$ cat config.mk
export PLATFORM = sky130hd
export DESIGN_NAME = led_cube_frame_buffer
export DESIGN_NICKNAME = d
export VERILOG_FILES = /design/src/rtl/led_cube_frame_buffer.sv
export SDC_FILE = /design/constraint.sdc
export NUM_CORES = 1
export LEC_CHECK = 0
export ABC_AREA = 1
export BUFFER_PORTS_ARGS = -buffer_cell sky130_fd_sc_hd__buf_2
export CAP_MARGIN = 20
export CELL_PAD_IN_SITES_DETAIL_PLACEMENT = 1
export CELL_PAD_IN_SITES_GLOBAL_PLACEMENT = 1
export CORE_UTILIZATION = 53
export CTS_BUF_LIST = sky130_fd_sc_hd__clkbuf_8
export DETAILED_ROUTE_END_ITERATION = 12
export GPL_ROUTABILITY_DRIVEN = 0
export PLACE_DENSITY = 0.9
export REMOVE_ABC_BUFFERS = 1
export SYNTH_ARGS = -nofsm -noshare
export SYNTH_HDL_FRONTEND = slang
export SYNTH_SLANG_ARGS = --single-unit
$ cat constraint.sdc
create_clock -name clk -period 20.7 [get_ports clk]
set_clock_uncertainty 0.1 [all_clocks]
set_input_delay 5.175 -clock clk [delete_from_list [all_inputs] [get_ports clk]]
set_output_delay 5.175 -clock clk [all_outputs]
set_load 0.02 [all_outputs]
$ cat src/rtl/led_cube_frame_buffer.sv
// led_cube_frame_buffer
// Purpose : double-buffered 4x4x4 LED frame store with tear-free swap and a
//           layer-multiplexed PWM scanner driving one-hot layer enables and
//           16 column drives.
// Ports   : clk, rst_n (sync, active-low)
//           wr_valid/wr_data/wr_index : indexed brightness bytes into the back
//                                       buffer (never stalled)
//           display_en                : 1 drives outputs, 0 blanks them
//           layer_en/col_out          : registered cube drive, 1-cycle latency
//           frame_swapped             : 1-cycle pulse after front is reloaded
//           swap_pending              : complete frame waiting in back buffer
module led_cube_frame_buffer #(
  parameter int PWM_DIV  = 4,
  parameter int N_LAYERS = 4,
  parameter int N_COLS   = 16
) (
  input  logic        clk,
  input  logic        rst_n,
  input  logic        wr_valid,
  input  logic [7:0]  wr_data,
  input  logic [5:0]  wr_index,
  input  logic        display_en,
  output logic [3:0]  layer_en,
  output logic [15:0] col_out,
  output logic        frame_swapped,
  output logic        swap_pending
);

  localparam int              N_LEDS     = N_LAYERS * N_COLS;
  // A one-bit prescaler is kept for PWM_DIV==1; it simply sits at zero and
  // every cycle is a tick.
  localparam int              PS_W       = (PWM_DIV > 1) ? $clog2(PWM_DIV) : 1;
  localparam logic [PS_W-1:0] PS_LAST    = PS_W'(PWM_DIV - 1);
  // 255 PWM slots (0..254) so that brightness 255 is lit in every slot and
  // brightness 0 in none.
  localparam logic [7:0]      PWM_LAST   = 8'd254;
  localparam logic [1:0]      LAYER_LAST = 2'(N_LAYERS - 1);
  localparam logic [5:0]      IDX_LAST   = 6'(N_LEDS - 1);

  // Frame storage
  logic [7:0]      r_back  [N_LEDS];
  logic [7:0]      r_front [N_LEDS];
  logic            r_pending;
  logic            r_swapped;

  // Scan timing
  logic [PS_W-1:0] r_presc;
  logic [7:0]      r_pwm;
  logic [1:0]      r_layer;

  // Output registers
  logic [3:0]      r_layer_en;
  logic [15:0]     r_col;

  logic            w_tick;
  logic            w_pwm_last;
  logic            w_boundary;
  logic            w_wr_last;
  logic            w_swap;
  logic [15:0]     w_col_nxt;
  logic [3:0]      w_layer_oh;

  assign w_tick     = (r_presc == PS_LAST);
  assign w_pwm_last = (r_pwm == PWM_LAST);
  // Last cycle of the last PWM slot of the top layer: the only point where the
  // front buffer may change, so a scan never shows two different frames.
  assign w_boundary = w_tick && w_pwm_last && (r_layer == LAYER_LAST);
  assign w_wr_last  = wr_valid && (wr_index == IDX_LAST);
  assign w_swap     = w_boundary && r_pending;

  // ---------------------------------------------------------------------------
  // Prescaler, PWM slot counter and layer counter
  // ---------------------------------------------------------------------------
  always_ff @(posedge clk) begin
    if (!rst_n) begin
      r_presc <= '0;
      r_pwm   <= '0;
      r_layer <= '0;
    end else begin
      if (w_tick) begin
        r_presc <= '0;
      end else begin
        r_presc <= r_presc + 1'b1;
      end

      if (w_tick) begin
        if (w_pwm_last) begin
          r_pwm <= '0;
          if (r_layer == LAYER_LAST) begin
            r_layer <= '0;
          end else begin
            r_layer <= r_layer + 1'b1;
          end
        end else begin
          r_pwm <= r_pwm + 1'b1;
        end
      end
    end
  end

  // ---------------------------------------------------------------------------
  // Back/front buffers. The copy uses the back contents from before this edge,
  // so a write landing on the swap cycle belongs to the next frame.
  // ---------------------------------------------------------------------------
  always_ff @(posedge clk) begin
    if (!rst_n) begin
      for (int i = 0; i < N_LEDS; i++) begin
        r_back[i]  <= '0;
        r_front[i] <= '0;
      end
    end else begin
      if (w_swap) begin
        for (int i = 0; i < N_LEDS; i++) begin
          r_front[i] <= r_back[i];
        end
      end
      if (wr_valid) begin
        r_back[wr_index] <= wr_data;
      end
    end
  end

  // ---------------------------------------------------------------------------
  // Frame-complete flag. A last-index write on the swap cycle re-arms it for
  // the following boundary instead of being lost in the clear.
  // ---------------------------------------------------------------------------
  always_ff @(posedge clk) begin
    if (!rst_n) begin
      r_pending <= 1'b0;
      r_swapped <= 1'b0;
    end else begin
      r_swapped <= w_swap;
      if (w_swap) begin
        r_pending <= w_wr_last;
      end else if (w_wr_last) begin
        r_pending <= 1'b1;
      end
    end
  end

  // ---------------------------------------------------------------------------
  // Cube drive: compare each column of the active layer against the PWM slot.
  // ---------------------------------------------------------------------------
  always_comb begin
    w_col_nxt  = '0;
    w_layer_oh = '0;
    for (int c = 0; c < N_COLS; c++) begin
      w_col_nxt[c] = display_en && (r_front[{r_layer, 4'(c)}] > r_pwm);
    end
    if (display_en) begin
      w_layer_oh[r_layer] = 1'b1;
    end
  end

  always_ff @(posedge clk) begin
    if (!rst_n) begin
      r_layer_en <= '0;
      r_col      <= '0;
    end else begin
      r_layer_en <= w_layer_oh;
      r_col      <= w_col_nxt;
    end
  end

  assign layer_en      = r_layer_en;
  assign col_out       = r_col;
  assign frame_swapped = r_swapped;
  assign swap_pending  = r_pending;

endmodule

# [Yosys cells after proc, flatten, opt, wreduce, memory -nomap -nowiden]
# Memory sizes are Yosys's and may differ from the RTL's. A register that Yosys moved wholly into a read port is not among the register bits.
# Index checks and enable logic that the tools add are counted.
[word_totals] out_inout_bits=22 latchBits=0 ff_bits=34 rom_bits=0 in_bits=18 n_memories=2 mem_bits_rw=1024 wordCells=237
[op_classes] div=0 eq_ne=4 magnitude_cmp=18 multipliers=0 mux=112 n_shift=0 bitwise_logic=65 n_reduce_logical=26 addsub=3
[memory_table] name="r_back" depth=64 word_bits=8 rd=64 rd_clocked_by_memory_dff=0 write_ports=64 line_no="41" source="logic [7:0] r_back [N_LEDS];"
[memory_table] name="r_front" depth=64 word_bits=8 rd=16 rd_clocked_by_memory_dff=16 write_ports=64 line_no="42" source="logic [7:0] r_front [N_LEDS];"
[ops] op="$mux 8" count=66
[ops] op="$mux 6" count=33
[ops] op="$gt 8x8->1" count=16
[ops] op="$or 1x1->1" count=64
[ops] op="$logic_and 1x1->1" count=21
[ops] op="$mux 1" count=11
[ops] op="$add 8x1->8 const B" count=1
[ops] op="$eq 8x8->1 const B" count=1
[ops] op="$reduce_or 8->1" count=1
[ops] op="$eq 6x6->1 const B" count=1
[ops] op="$add 2x1->2 const B" count=2
[ops] op="$eq 2x2->1 const B" count=2
[ops] op="$reduce_and 2->1" count=2
[ops] op="$lt 2x3->1 const B" count=1
[ops] op="$demux 1 s2" count=1
[ops] op="$ge 2x1->1 const B" count=1
[ops] op="$mux 2" count=1
[ops] op="$reduce_bool 2->1" count=1
[ops] op="$reduce_or 2->1" count=1
[ops] op="$not 1->1" count=1

# [Logic depth before layout (Yosys ltp)]
[logic_depth] word_depth=8 ltp_mapped=13 ltp_nobuf=10

# [Least setup slack after synthesis]
# No wires, ideal clock.
[synth_path] path_kind="input to register" from="input rst_n" to="memory r_front[0][0] (enable)" required_time_ps=16962 slack_ps=2769 arrival_time_ps=14192 stages=4 setup_ps=3638 path_buffers=3 cell_sequence="buf_2 -> clkbuf_1 -> clkbuf_1 -> nand2_1"
[synth_rtl] element="from (decl)" line_no="18" source="input logic rst_n,"
[synth_rtl] element="to (decl)" line_no="42"

==> metrics.txt <==
status complete, no violations; gr ovfl total 0; Layout Nets 4295; VDD IR max 0.06972 mV; area share of the largest cell type after synthesis 0.6760; I/O pin count 40; Layout area overhead 9.308%; Die W 295.0 um; die area 87000 um2; worst min path class reg2reg; Global Route Usage Sum 0.3316; ys async rst share 0; row cnt 107; actual slew at the worst max-slew pin 1329 ps; register area share after synthesis 0.6918; clk slew on worst S/H paths 60 ps; Unique masters post-synth 29; port bufs 39; max_cap viols 0; drt total wl 143000 um; Worst-Skew Late Latency 860 ps; syn avg cell area 11.11 um2; most frequent cell after synthesis nor2_1; TNS Setup 0 ps; Pre-antenna DRT Iters 6; global-route wire length before repair 211600 um; DRC errors left 0; WP data arrival 8160 ps; main flop type after synthesis edfxtp_1; largest net degree at the start of global routing 226; Crit-path slowest cell nand3_4; Hold Fails Final Rpt 0; cts hold-fix bufs 0; routed via count 32130; Rel. slew slack 0.1129; clk root buf clkbuf_8; H-Tree Level Count 4; Critical Path RT 21250 ps; detailed-route wire length per cell 26.34 um; final setup vio count 0; Setup Fix Bufs, Post-CTS 0; CTS tree done; Layout Utilization 0.5840; LEAKAGE 0.02129 uW; CP cell instances buf_8, buf_12, nand3_4, buf_12, nor2_1; CP most frequent cell buf_12; Max Root-Sink Buffers 3; Synth area leader edfxtp_1; top cells by area in the synthesized netlist edfxtp_1, nor2_1, inv_1, nand2_1, ha_1; Yosys warnings 0; Post-synth top cells nor2_1, edfxtp_1, inv_1, nand2_1, o21ai_0; Setup Crit Path Kind in2reg; FMAX 131.3 MHz; Cell Area, Synth 45490 um2; Final period util 0.3679; DIE HEIGHT 295.0 um; Final Critical Period 7615 ps; Routed Antenna Nets 0; CP peak stage delay 660 ps; Post-synth EDFFs 1024; CP top delay family buffers and inverters; fin. max-slew vios 0; number of CTS-inserted buffers 168; Power Dens Cells 89.30 nW/um2; share of cells above drive strength 1 0.08787; Cells after Synth 4093; Via density 5.917; initial antenna violation count 6; RSZ-0062 raised after global routing false; initial core utilization 0.5342; post-synthesis register bit count 1060; PostCTS Resize Cnt 0; core area 85150 um2; crit path buf inv count 3; Clock Sinks 1060; crit end category flip-flop; worst-path maximum fanout 225; Setup crit start kind input pin; DP HPWL 78570 um; vias in the first global route 34410; initial drt markers 3434
-- path summary, 6_finish.rpt --
kind / from / endpoint / slack, ps / cells past startpoint
setup / recovery: rst_n / r_front[11][2] / 13090 / 5
hold / removal: r_presc[0] / r_presc[0] / 330 / 1
setup reg to reg: r_pwm[0] / r_front[42][4] / 16040 / 10
hold reg to reg: r_presc[0] / r_presc[0] / 330 / 1
-- cell families (layout without fill, tap and decap cells) --
| kind of cell | Yosys count | count (layout) | synth area share |
|---|---|---|---|
| AOI/OAI and AO/OA | 473 | 473 | 0.05864 |
| xor gates and xnor gates | 1 | 1 | 0.0001926 |
| adders and majority gates | 135 | 135 | 0.03713 |
| buffers and inverters | 783 | 969 | 0.06915 |
| DFF | 1060 | 1060 | 0.6918 |
| other | 0 | 7 | 0 |
| and+or+nand+nor | 1641 | 1641 | 0.1430 |
-- per-layer routing --
layer  share of wire  vias to the layer above  wire length, um  global-route usage
li1                -                    13610                -                   -
met1            0.35                    16020            49930              0.3828
met2            0.51                     1892            72430              0.5672
met3           0.085                      607            12100             0.07179
met4           0.059                        6             8445              0.1993
met5         0.00065                        -               93                   0
-- layout by cell type (no fill, tap or decap), types with 3 or more instances in the layout --
cell / count
nand4_1: 16
o21a_1: 16
dfxtp_1: 33
buf_2: 38
nor2_2: 9
o21bai_1: 16
a32o_1: 16
o22ai_1: 112
clkbuf_8: 182
inv_1: 648
nor3_1: 3
nand2_2: 64
buf_4: 31
edfxtp_1: 1024
nor2_1: 1042
diode_2: 7
buf_16: 5
clkinvlp_4: 6
nor3_4: 7
nand2_1: 492
clkinv_2: 16
clkinv_1: 33
o21ai_0: 228
ha_1: 135
a21oi_1: 85
buf_12: 3
-- layout make-up --
class / instances / area, um2
fill: 8910 / 35430
antenna: 7 / 17.52
multi-input combinational: 2250 / 10890
clock buffer: 182 / 2505
tap: 1144 / 1431
clock inverter: 125 / 545.5
timing repair buffer: 79 / 650.6
inverter: 583 / 2206
sequential: 1060 / 31480
-- through the flow --
step	instance area, um2	cells	setup WS, ps	hold slack [ps]	total power (uW)
floorplan	44530	3893	3614	298.6	2685
global placement	46500	5110	12070	307.1	2738
detailed placement	46520	5111	11960	329.3	2772
CTS	49570	5418	12800	337.1	4437
global route	49710	5425	13040	355.9	4537
finish	49720	5430	13090	325.3	4440
-- sequential cells by signal, indices dropped and copies added (netlist names), named ones only --
name and cells:
r_layer 2, swap_pending 1, r_pwm 8, r_presc 2, col_out 16, r_front 512
layer_en 4, frame_swapped 1, r_back 512
-- where the power goes --
| part | total, uW | switching [uW] | internal, uW |
|---|---|---|---|
| Combinational | 219 | 170 | 48.8 |
| Clock | 1690 | 872 | 820 |
| Sequential | 2530 | 52.3 | 2480 |
Power figures use the tool's default switching activity.
